### src/rtl/fetch_npc_ctrl_if.sv
`default_nettype none
// ============================================================================
// Module      : fetch_npc_ctrl_if
// Description : Bundle of the fetch controller's PC, instruction-memory,
//               decode and redirect signals.
//               slave  modport : seen by fetch_npc_ctrl
//               master modport : seen by the PC register / memory / decode
//               Signals:
//                 Address       PC register output (current PC)
//                 R             next PC into the PC register
//                 Imem_Req/Addr fetch request and aligned address
//                 Imem_Ack/Data memory response
//                 Instr/Instr_Valid/Instr_Ready  decode handshake
//                 Jump/Jump_Target, Branch_Taken/Branch_Target  redirects
//                 Fetch_Err     sticky error flag
// Revision    : 1.0 - initial release
// ============================================================================
interface fetch_npc_ctrl_if;
  logic [31:0] Address;
  logic [31:0] R;
  logic        Imem_Req;
  logic [31:0] Imem_Addr;
  logic        Imem_Ack;
  logic [31:0] Imem_Data;
  logic [31:0] Instr;
  logic        Instr_Valid;
  logic        Instr_Ready;
  logic        Jump;
  logic [31:0] Jump_Target;
  logic        Branch_Taken;
  logic [31:0] Branch_Target;
  logic        Fetch_Err;

  modport slave (
    input  Address, Imem_Ack, Imem_Data, Instr_Ready,
           Jump, Jump_Target, Branch_Taken, Branch_Target,
    output R, Imem_Req, Imem_Addr, Instr, Instr_Valid, Fetch_Err
  );

  modport master (
    output Address, Imem_Ack, Imem_Data, Instr_Ready,
           Jump, Jump_Target, Branch_Taken, Branch_Target,
    input  R, Imem_Req, Imem_Addr, Instr, Instr_Valid, Fetch_Err
  );
endinterface
`default_nettype wire

### src/rtl/fetch_npc_ctrl.sv
`default_nettype none
// ============================================================================
// Module      : fetch_npc_ctrl
// Description : Next-PC and instruction-fetch controller. Drives R into a PC
//               register that loads every cycle, fetches the word at the PC
//               over a req/ack handshake, holds it for decode over
//               valid/ready, then selects sequential, branch or jump next PC.
//               Stalls are done by feeding Address back as R.
//               Ports: Clk, Reset (sync, active-high), bus (slave modport of
//               fetch_npc_ctrl_if carrying all PC/memory/decode signals).
//               Optional macro FETCH_ALIGN_CHECK_EN: a misaligned PC in FETCH
//               issues no request and goes to the error state.
// Revision    : 1.0 - initial release
// ============================================================================
module fetch_npc_ctrl #(
  parameter logic [31:0] RESET_ADDR = 32'h0000_0000,
  parameter int unsigned MAX_WAIT   = 15
) (
  input  wire logic        Clk,
  input  wire logic        Reset,
  fetch_npc_ctrl_if.slave  bus
);

  typedef enum logic [1:0] {
    IDLE  = 2'd0,
    FETCH = 2'd1,
    HOLD  = 2'd2,
    ERR   = 2'd3
  } state_t;

  localparam logic [7:0] MAX_WAIT_C = 8'(MAX_WAIT);

  state_t      state_q, state_d;
  logic [7:0]  wait_cnt_q, wait_cnt_d;
  logic        req_q, req_d;
  logic        valid_q, valid_d;
  logic        err_q, err_d;
  logic [31:0] instr_q, instr_d;
  logic [31:0] npc;
  logic        misaligned;

`ifdef FETCH_ALIGN_CHECK_EN
  assign misaligned = (bus.Address[1:0] != 2'b00);
`else
  assign misaligned = 1'b0;
`endif

  always_comb begin
    state_d    = state_q;
    npc        = bus.Address;
    wait_cnt_d = 8'd0;
    instr_d    = instr_q;
    req_d      = 1'b0;

    case (state_q)
      IDLE: begin
        npc     = RESET_ADDR;
        state_d = FETCH;
      end
      FETCH: begin
        wait_cnt_d = wait_cnt_q + 8'd1;
        if (misaligned) begin
          state_d = ERR;
        end else if (bus.Imem_Ack) begin
          // Ack wins over a timeout in the same cycle.
          instr_d = bus.Imem_Data;
          state_d = HOLD;
        end else if (wait_cnt_q == MAX_WAIT_C) begin
          state_d = ERR;
        end
      end
      HOLD: begin
        if (bus.Instr_Ready) begin
          if (bus.Jump)              npc = bus.Jump_Target;
          else if (bus.Branch_Taken) npc = bus.Branch_Target;
          else                       npc = bus.Address + 32'd4;
          state_d = FETCH;
        end
      end
      ERR: begin
        state_d = ERR;
      end
      default: begin
        state_d = IDLE;
      end
    endcase

    if (Reset) begin
      state_d    = IDLE;
      npc        = RESET_ADDR;
      wait_cnt_d = 8'd0;
      instr_d    = 32'd0;
    end

    // The PC loads npc at this edge, so npc is the Address seen in the next
    // FETCH cycle; the request is decided from it up front.
`ifdef FETCH_ALIGN_CHECK_EN
    req_d = (state_d == FETCH) && (npc[1:0] == 2'b00);
`else
    req_d = (state_d == FETCH);
`endif
  end

  assign valid_d = (state_d == HOLD);
  assign err_d   = (state_d == ERR);

  always_ff @(posedge Clk) begin
    if (Reset) begin
      state_q    <= IDLE;
      wait_cnt_q <= 8'd0;
      req_q      <= 1'b0;
      valid_q    <= 1'b0;
      err_q      <= 1'b0;
      instr_q    <= 32'd0;
    end else begin
      state_q    <= state_d;
      wait_cnt_q <= wait_cnt_d;
      req_q      <= req_d;
      valid_q    <= valid_d;
      err_q      <= err_d;
      instr_q    <= instr_d;
    end
  end

  assign bus.R           = npc;
  assign bus.Imem_Req    = req_q;
  assign bus.Imem_Addr   = {bus.Address[31:2], 2'b00};
  assign bus.Instr       = instr_q;
  assign bus.Instr_Valid = valid_q;
  assign bus.Fetch_Err   = err_q;

endmodule
`default_nettype wire

### src/flat_wrapper.sv
// flat-port wrapper written by rule: the top's interface ports become plain ports
module fetch_npc_ctrl_flat 
#(
  parameter logic [31:0] RESET_ADDR = 32'h0000_0000,
  parameter int unsigned MAX_WAIT   = 15
)
  (Clk, Reset, bus_Address, bus_Imem_Ack, bus_Imem_Data, bus_Instr_Ready, bus_Jump, bus_Jump_Target, bus_Branch_Taken, bus_Branch_Target, bus_R, bus_Imem_Req, bus_Imem_Addr, bus_Instr, bus_Instr_Valid, bus_Fetch_Err);
  fetch_npc_ctrl_if bus_i ();
  input  wire logic Clk;
  input  wire logic Reset;
  input wire logic [$bits(bus_i.Address)-1:0] bus_Address;
  input wire logic [$bits(bus_i.Imem_Ack)-1:0] bus_Imem_Ack;
  input wire logic [$bits(bus_i.Imem_Data)-1:0] bus_Imem_Data;
  input wire logic [$bits(bus_i.Instr_Ready)-1:0] bus_Instr_Ready;
  input wire logic [$bits(bus_i.Jump)-1:0] bus_Jump;
  input wire logic [$bits(bus_i.Jump_Target)-1:0] bus_Jump_Target;
  input wire logic [$bits(bus_i.Branch_Taken)-1:0] bus_Branch_Taken;
  input wire logic [$bits(bus_i.Branch_Target)-1:0] bus_Branch_Target;
  output wire logic [$bits(bus_i.R)-1:0] bus_R;
  output wire logic [$bits(bus_i.Imem_Req)-1:0] bus_Imem_Req;
  output wire logic [$bits(bus_i.Imem_Addr)-1:0] bus_Imem_Addr;
  output wire logic [$bits(bus_i.Instr)-1:0] bus_Instr;
  output wire logic [$bits(bus_i.Instr_Valid)-1:0] bus_Instr_Valid;
  output wire logic [$bits(bus_i.Fetch_Err)-1:0] bus_Fetch_Err;
  assign bus_i.Address = bus_Address;
  assign bus_i.Imem_Ack = bus_Imem_Ack;
  assign bus_i.Imem_Data = bus_Imem_Data;
  assign bus_i.Instr_Ready = bus_Instr_Ready;
  assign bus_i.Jump = bus_Jump;
  assign bus_i.Jump_Target = bus_Jump_Target;
  assign bus_i.Branch_Taken = bus_Branch_Taken;
  assign bus_i.Branch_Target = bus_Branch_Target;
  assign bus_R = bus_i.R;
  assign bus_Imem_Req = bus_i.Imem_Req;
  assign bus_Imem_Addr = bus_i.Imem_Addr;
  assign bus_Instr = bus_i.Instr;
  assign bus_Instr_Valid = bus_i.Instr_Valid;
  assign bus_Fetch_Err = bus_i.Fetch_Err;
  fetch_npc_ctrl #(.RESET_ADDR(RESET_ADDR), .MAX_WAIT(MAX_WAIT)) u_core (.Clk(Clk), .Reset(Reset), .bus(bus_i));
endmodule
### config.mk
export PLATFORM = sky130hd
export DESIGN_NAME = fetch_npc_ctrl_flat
export DESIGN_NICKNAME = d
export VERILOG_FILES = /design/src/rtl/fetch_npc_ctrl_if.sv /design/src/rtl/fetch_npc_ctrl.sv /design/src/flat_wrapper.sv
export SDC_FILE = /design/constraint.sdc
export NUM_CORES = 1
export LEC_CHECK = 0
export BUFFER_PORTS_ARGS = -buffer_cell sky130_fd_sc_hd__buf_2
export CELL_PAD_IN_SITES_DETAIL_PLACEMENT = 0
export CELL_PAD_IN_SITES_GLOBAL_PLACEMENT = 1
export CORE_MARGIN = 2
export CORE_UTILIZATION = 29
export DETAILED_ROUTE_END_ITERATION = 8
export PLACE_DENSITY_LB_ADDON = 0.15
export SYNTH_ARGS = -nofsm -noshare
export SYNTH_HDL_FRONTEND = slang
export SYNTH_SLANG_ARGS = --single-unit
export TNS_END_PERCENT = 10
### constraint.sdc
create_clock -name Clk -period 2.1 [get_ports Clk]
set_input_delay 0.105 -clock Clk [delete_from_list [all_inputs] [get_ports Clk]]
set_output_delay 0.105 -clock Clk [all_outputs]
set_load 0.01 [all_outputs]
Word level (Yosys, flattened, before mapping)
Index checks and enable logic that the tools add are counted.
W data, S select, Z words.
{"block": "totals", "inputBits": 134, "elab_cells": 29, "ff_bits": 45}
{"block": "op_classes", "bitwise": 1, "mux": 10, "eq_ne": 7, "reduce_logical": 3, "add_sub_neg": 2}
{"operator": "$mux W32", "n": 4}
{"operator": "$pmux W32 S2", "n": 1}
{"operator": "$add A32 B3 Y32 const B", "n": 1}
{"operator": "$add A8 B1 Y8 const B", "n": 1}
{"operator": "$eq A2 B2 Y1 const B", "n": 4}
{"operator": "$eq A8 B4 Y1 const B", "n": 1}
{"operator": "$mux W2", "n": 4}
{"operator": "$pmux W2 S4", "n": 1}
{"operator": "$eq A2 B1 Y1 const B", "n": 2}
{"operator": "$logic_not A2 Y1", "n": 1}
{"operator": "$reduce_and A2 Y1", "n": 1}
{"operator": "$reduce_or A2 Y1", "n": 1}
{"operator": "$not A1 Y1", "n": 1}

Logic depth before layout (Yosys ltp)
{"block": "logic_depth", "word_depth": 6, "mapped_depth": 7, "ltp_nobuf": 6}

Least setup slack after synthesis
No wires, ideal clock.
{"block": "synth_timing", "path_type": "register -> output", "from": "register u_core.state_q[1]", "to": "output port bus_R[28]", "arrival_time_ns": 1.691, "path_slack_ns": 0.304, "required_ns": 1.995, "stages_incl_launch_ff": 8, "path_cell_list": "dfxtp_1 > clkbuf_1 > and2b_1 > or2_2 > clkbuf_1 > nor2b_1 > a22oi_1 > a31oi_1"}
{"block": "synth_between", "elab_chain_cells": 3, "word_cells_on_any_way": 4, "classes_between": "eq/ne: 1; mux: 2; reduce/logical: 1"}
{"element": "start: declaration", "line": "fetch_npc_ctrl.sv:33", "source": "state_t state_q, state_d;"}
{"element": "start signal: assignment", "line": "fetch_npc_ctrl.sv:116", "source": "state_q <= state_d;"}
{"element": "$eq A2 B2 Y1 or $logic_not A2 Y1 (tied branches)", "line": "fetch_npc_ctrl.sv:55", "source": "case (state_q)"}
{"element": "$pmux W32 S2 (*)", "line": "fetch_npc_ctrl.sv:55"}
{"element": "$mux W32 (*)", "line": "fetch_npc_ctrl.sv:88", "source": "if (Reset) begin"}
{"element": "end: declaration", "line": "flat_wrapper.sv:19", "source": "output wire logic [$bits(bus_i.R)-1:0] bus_R;"}
Every way passes the cells marked *; elsewhere a longest branch is shown, timed or not.

Final worst setup path
{"block": "layout_timing", "from": "input port bus_Address[3]", "to": "output port bus_R[22]"}
{"block": "layout_between", "elab_chain_cells": 6}
{"element": "start: declaration", "line": "flat_wrapper.sv:11", "source": "input wire logic [$bits(bus_i.Address)-1:0] bus_Address;"}
{"element": "$add A32 B3 Y32", "line": "fetch_npc_ctrl.sv:76", "source": "else npc = bus.Address + 32'd4;"}
{"element": "$mux W32", "line": "fetch_npc_ctrl.sv:75", "source": "else if (bus.Branch_Taken) npc = bus.Branch_Target;"}
{"element": "$mux W32", "line": "fetch_npc_ctrl.sv:74", "source": "if (bus.Jump) npc = bus.Jump_Target;"}
{"element": "$mux W32", "line": "fetch_npc_ctrl.sv:73", "source": "if (bus.Instr_Ready) begin"}
{"element": "$pmux W32 S2", "line": "fetch_npc_ctrl.sv:55"}
{"element": "$mux W32", "line": "fetch_npc_ctrl.sv:88"}
No other way between the ends.

==> flow_metrics.tcl <==
set metrics [dict create \
    outcome "finished, final reports clean" \
    cp_top_family "simple AND/OR/NAND/NOR gates" \
    power_mw 2.55 \
    async_flop_share_pct 0 \
    path_common_cell "buf_2" \
    synthTopCellsByArea "dfxtp_1 (24%), nand2_1 (9.9%), a21oi_1 (6.9%), buf_4 (6.5%), o21ai_0 (3.7%)" \
    synth.cell_area_mm2 0.00369 \
    r2r_setup_slack_ns 0.37 \
    yosys_register_bits 45 \
    synth-seq-area-share_pct 24.4 \
    num_vias 4555 \
    yosysUniqueCellTypes 67 \
    diodes 0 \
    syn_inst 526 \
    arrival_ns 1.94 \
    yosys_most_used_dff "dfxtp_1" \
    power_density_mw_per_mm2 498 \
    grt.total_usage_pct 20.0 \
    rsz0062_at_grt "true" \
    grt_max_degree 36 \
    stdcell_count 898 \
    crit_path_start "bus_Address[3]" \
    min_path_cells 3 \
    whs_endpoint "u_core.bus.Instr[20]" \
    synth_top_area_share_pct 24.4 \
    grt_pass1_wl_um 21600 \
    synth_area_per_cell_um2 7.02 \
    path_buf_inv 2 \
    finClkSkew_ns 0.00672 \
    final_area_mm2 0.00512 \
    antenna_left 0 \
    max_slew_margin_pct 58.5 \
    min_period_ns 2.04 \
    hold_violations 0 \
    dp_worst_setup_slack_ns 0.0603 \
    synth_top_area_cell "dfxtp_1" \
    cts_tree "built" \
    num-nets-final 861 \
    floorplan.core_area_mm2 0.0125 \
    placed_cell_area_mm2 0.00492 \
    placed_cells 890 \
    path_cells "buf_2 -> ha_1 -> and4_1 -> nand4_4 -> or4_1 -> a311o_1 -> a31oi_1 -> buf_2" \
    final_layout_size_suffix_gt1_share_pct 40.4 \
    clkLatencyLatePin_ns 0.28 \
    gp_congestion 0.829 \
    hp-class "input pin to register" \
    grt-ovfl-total 0 \
    drt_iter0_markers 208 \
    finalSetupTns_ns 0 \
    cts.reportedPaths.clkPinSlew_ns 0.06 \
    max_freq_ghz 0.489 \
    fp.dieH_um 117 \
    cts_htree_levels 2 \
    setup_viol 0 \
    clock-root-buffer "clkbuf_16" \
    synth_edf_count 0 \
    critPathKind "input pin to output pin" \
    portBuffers 230 \
    worst_slew_pin_slew_ns 0.622 \
    r2r_start "u_core.state_q[0]" \
    yosysWarnings 0 \
    wl_per_cell_um 16.2 \
    holdCritStartpoint "bus_Imem_Data[20]" \
    cts.sinks 45 \
    num_rows 41 \
    post-cts-setup-buffer-count 0 \
    routed_wl_um 14500 \
    antenna_found_initial 0 \
    critPathMaxStageDelay_ns 0.42 \
    boundaryPins 233 \
    dieArea_mm2 0.0137 \
    grt_pass1_vias 4104 \
    cp.required_ns 2.00 \
    cp_slowest_cell "or4_1" \
    endpoint_kind "output pin" \
    drv_slew 0 \
    worstSetupStartpointType "input pin" \
    hold_slack_ns 0.0516 \
    die_x_um 117 \
    numCtsBuffers 5 \
    syn2layout_area_growth_pct 38.6 \
    drtPass1Iterations 5 \
    start_util_pct 29.5 \
    cp_max_fo 5 \
    via_per_inst 5.07 \
    fin_util_pct 40.9 \
    hpwlAfterDp_um 11500 \
    cap_violations 0 \
    finalCritPeriodShare_pct 97.3 \
    drc 0 \
    worstRegToRegCells 6 \
    max-vdd-ir-drop_uv 274 \
    clockBufferDepth 2 \
    worstReg2RegEnd "u_core.bus.Imem_Req" \
    layout_setup_ws_ns 0.0565 \
    leakage_nw 2.34 \
]
registers in the layout, summed over array words and instances, names as in the netlist:
register	count
u_core.bus.Imem_Req	1
u_core.bus.Fetch_Err	1
u_core.bus.Instr_Valid	1
u_core.bus.Instr	32
u_core.state_q	2
u_core.wait_cnt_q	8
worst register-to-register path: stages, from the launching register on:
cell     delay, ns
dfxtp_2       0.44
buf_4         0.19
nand2_1       0.08
or2_2         0.53
nand2_1       0.17
nor2_1        0.06
and2_1        0.16
logic make-up after synthesis:
kind of cell,Yosys count,synth area share (%)
buffers and inverters,83,11.9
adder cells (fa/ha/maj),2,0.677
flip-flops,45,24.4
AND/OR/NAND/NOR,209,28.3
XOR/XNOR,18,4.27
AO/OA/AOI/OAI,162,28.8
multiplexers,6,1.66
other,1,0.102
worst max path at each step:
stage,to,depth (start not counted)
6_report,bus_R[22],8
5_1_grt,bus_R[9],8
4_1_cts,bus_R[18],6
3_5_place_dp,bus_R[22],8
3_3_place_gp,bus_R[22],8
2_1_floorplan,bus_R[28],7
cell type report:
cell class	instances	area [um2]
timing repair buffer	263	1400
clock inverter	2	38.8
clock buffer	6	129
sequential	45	902
multi-input combinational	399	2390
tap	172	215
fill	1363	7400
inverter	11	41.3
cell usage after synthesis, types with 3 or more instances:
cell type	instances
o22ai_1	7
inv_1	10
xor2_1	9
nand3_1	18
a31oi_1	7
buf_4	32
or2_2	3
and3b_1	3
and4_1	5
a22oi_1	15
clkbuf_2	4
mux2i_1	5
o221ai_1	8
nand2_1	97
nand2b_1	6
o21ai_0	27
nand4_1	7
xnor2_1	9
dfxtp_1	45
a22o_1	7
o31a_1	3
o31ai_1	3
nor2b_1	6
nand3b_1	4
a31o_2	6
nor4_1	4
a41oi_1	3
nor3b_1	3
clkbuf_1	34
a21oi_1	51
or3_1	4
nor3_1	8
nor2_1	28
routing by layer:
layer | vias to the layer above | routed length (um) | track usage [%]
met2 | 180 | 6850 | 34.2
met3 | 9 | 1080 | 3.91
met1 | 2102 | 6510 | 26.6
met5 | - | 0 | 0
met4 | 0 | 101 | 3.61
li1 | 2264 | - | -
timing repair:
action	CTS	global route
resized for setup	1	10
hold buffers	0	0
pin swaps	0	2
endpoints found under the setup margin	2	14
power by group:
| part | total, mW | leakage [nW] | switching (mW) | internal [mW] |
|---|---|---|---|---|
| Sequential | 0.912 | 0.367 | 0.0202 | 0.892 |
| Clock | 0.893 | 0.0810 | 0.329 | 0.564 |
| Combinational | 0.745 | 1.89 | 0.425 | 0.320 |
| Total | 2.55 | 2.34 | 0.774 | 1.78 |
placed cells by master, fill, tap and decap left out, types with 3 or more instances in the layout:
| cell type | Yosys | layout |
|---|---|---|
| nor3_1 | 8 | 8 |
| xor2_1 | 9 | 9 |
| inv_1 | 10 | 10 |
| buf_4 | 32 | 32 |
| nand3b_1 | 4 | 4 |
| nand2_1 | 97 | 97 |
| a31o_2 | 6 | 6 |
| nor2_1 | 28 | 27 |
| nor2b_1 | 6 | 5 |
| a22o_1 | 7 | 7 |
| or3_1 | 4 | 4 |
| a21oi_1 | 51 | 51 |
| buf_2 | 1 | 230 |
| o31a_1 | 3 | 3 |
| nor4_1 | 4 | 4 |
| a41oi_1 | 3 | 3 |
| o21ai_0 | 27 | 26 |
| o221ai_1 | 8 | 8 |
| a31oi_1 | 7 | 7 |
| clkbuf_16 | 0 | 5 |
| xnor2_1 | 9 | 9 |
| dfxtp_1 | 45 | 44 |
| nand3_1 | 18 | 18 |
| o22ai_1 | 7 | 7 |
| mux2i_1 | 5 | 5 |
| and4_1 | 5 | 5 |
| o31ai_1 | 3 | 3 |
| nand2b_1 | 6 | 6 |
| a22oi_1 | 15 | 15 |
| nand4_1 | 7 | 7 |
Power figures use the tool's default switching activity.
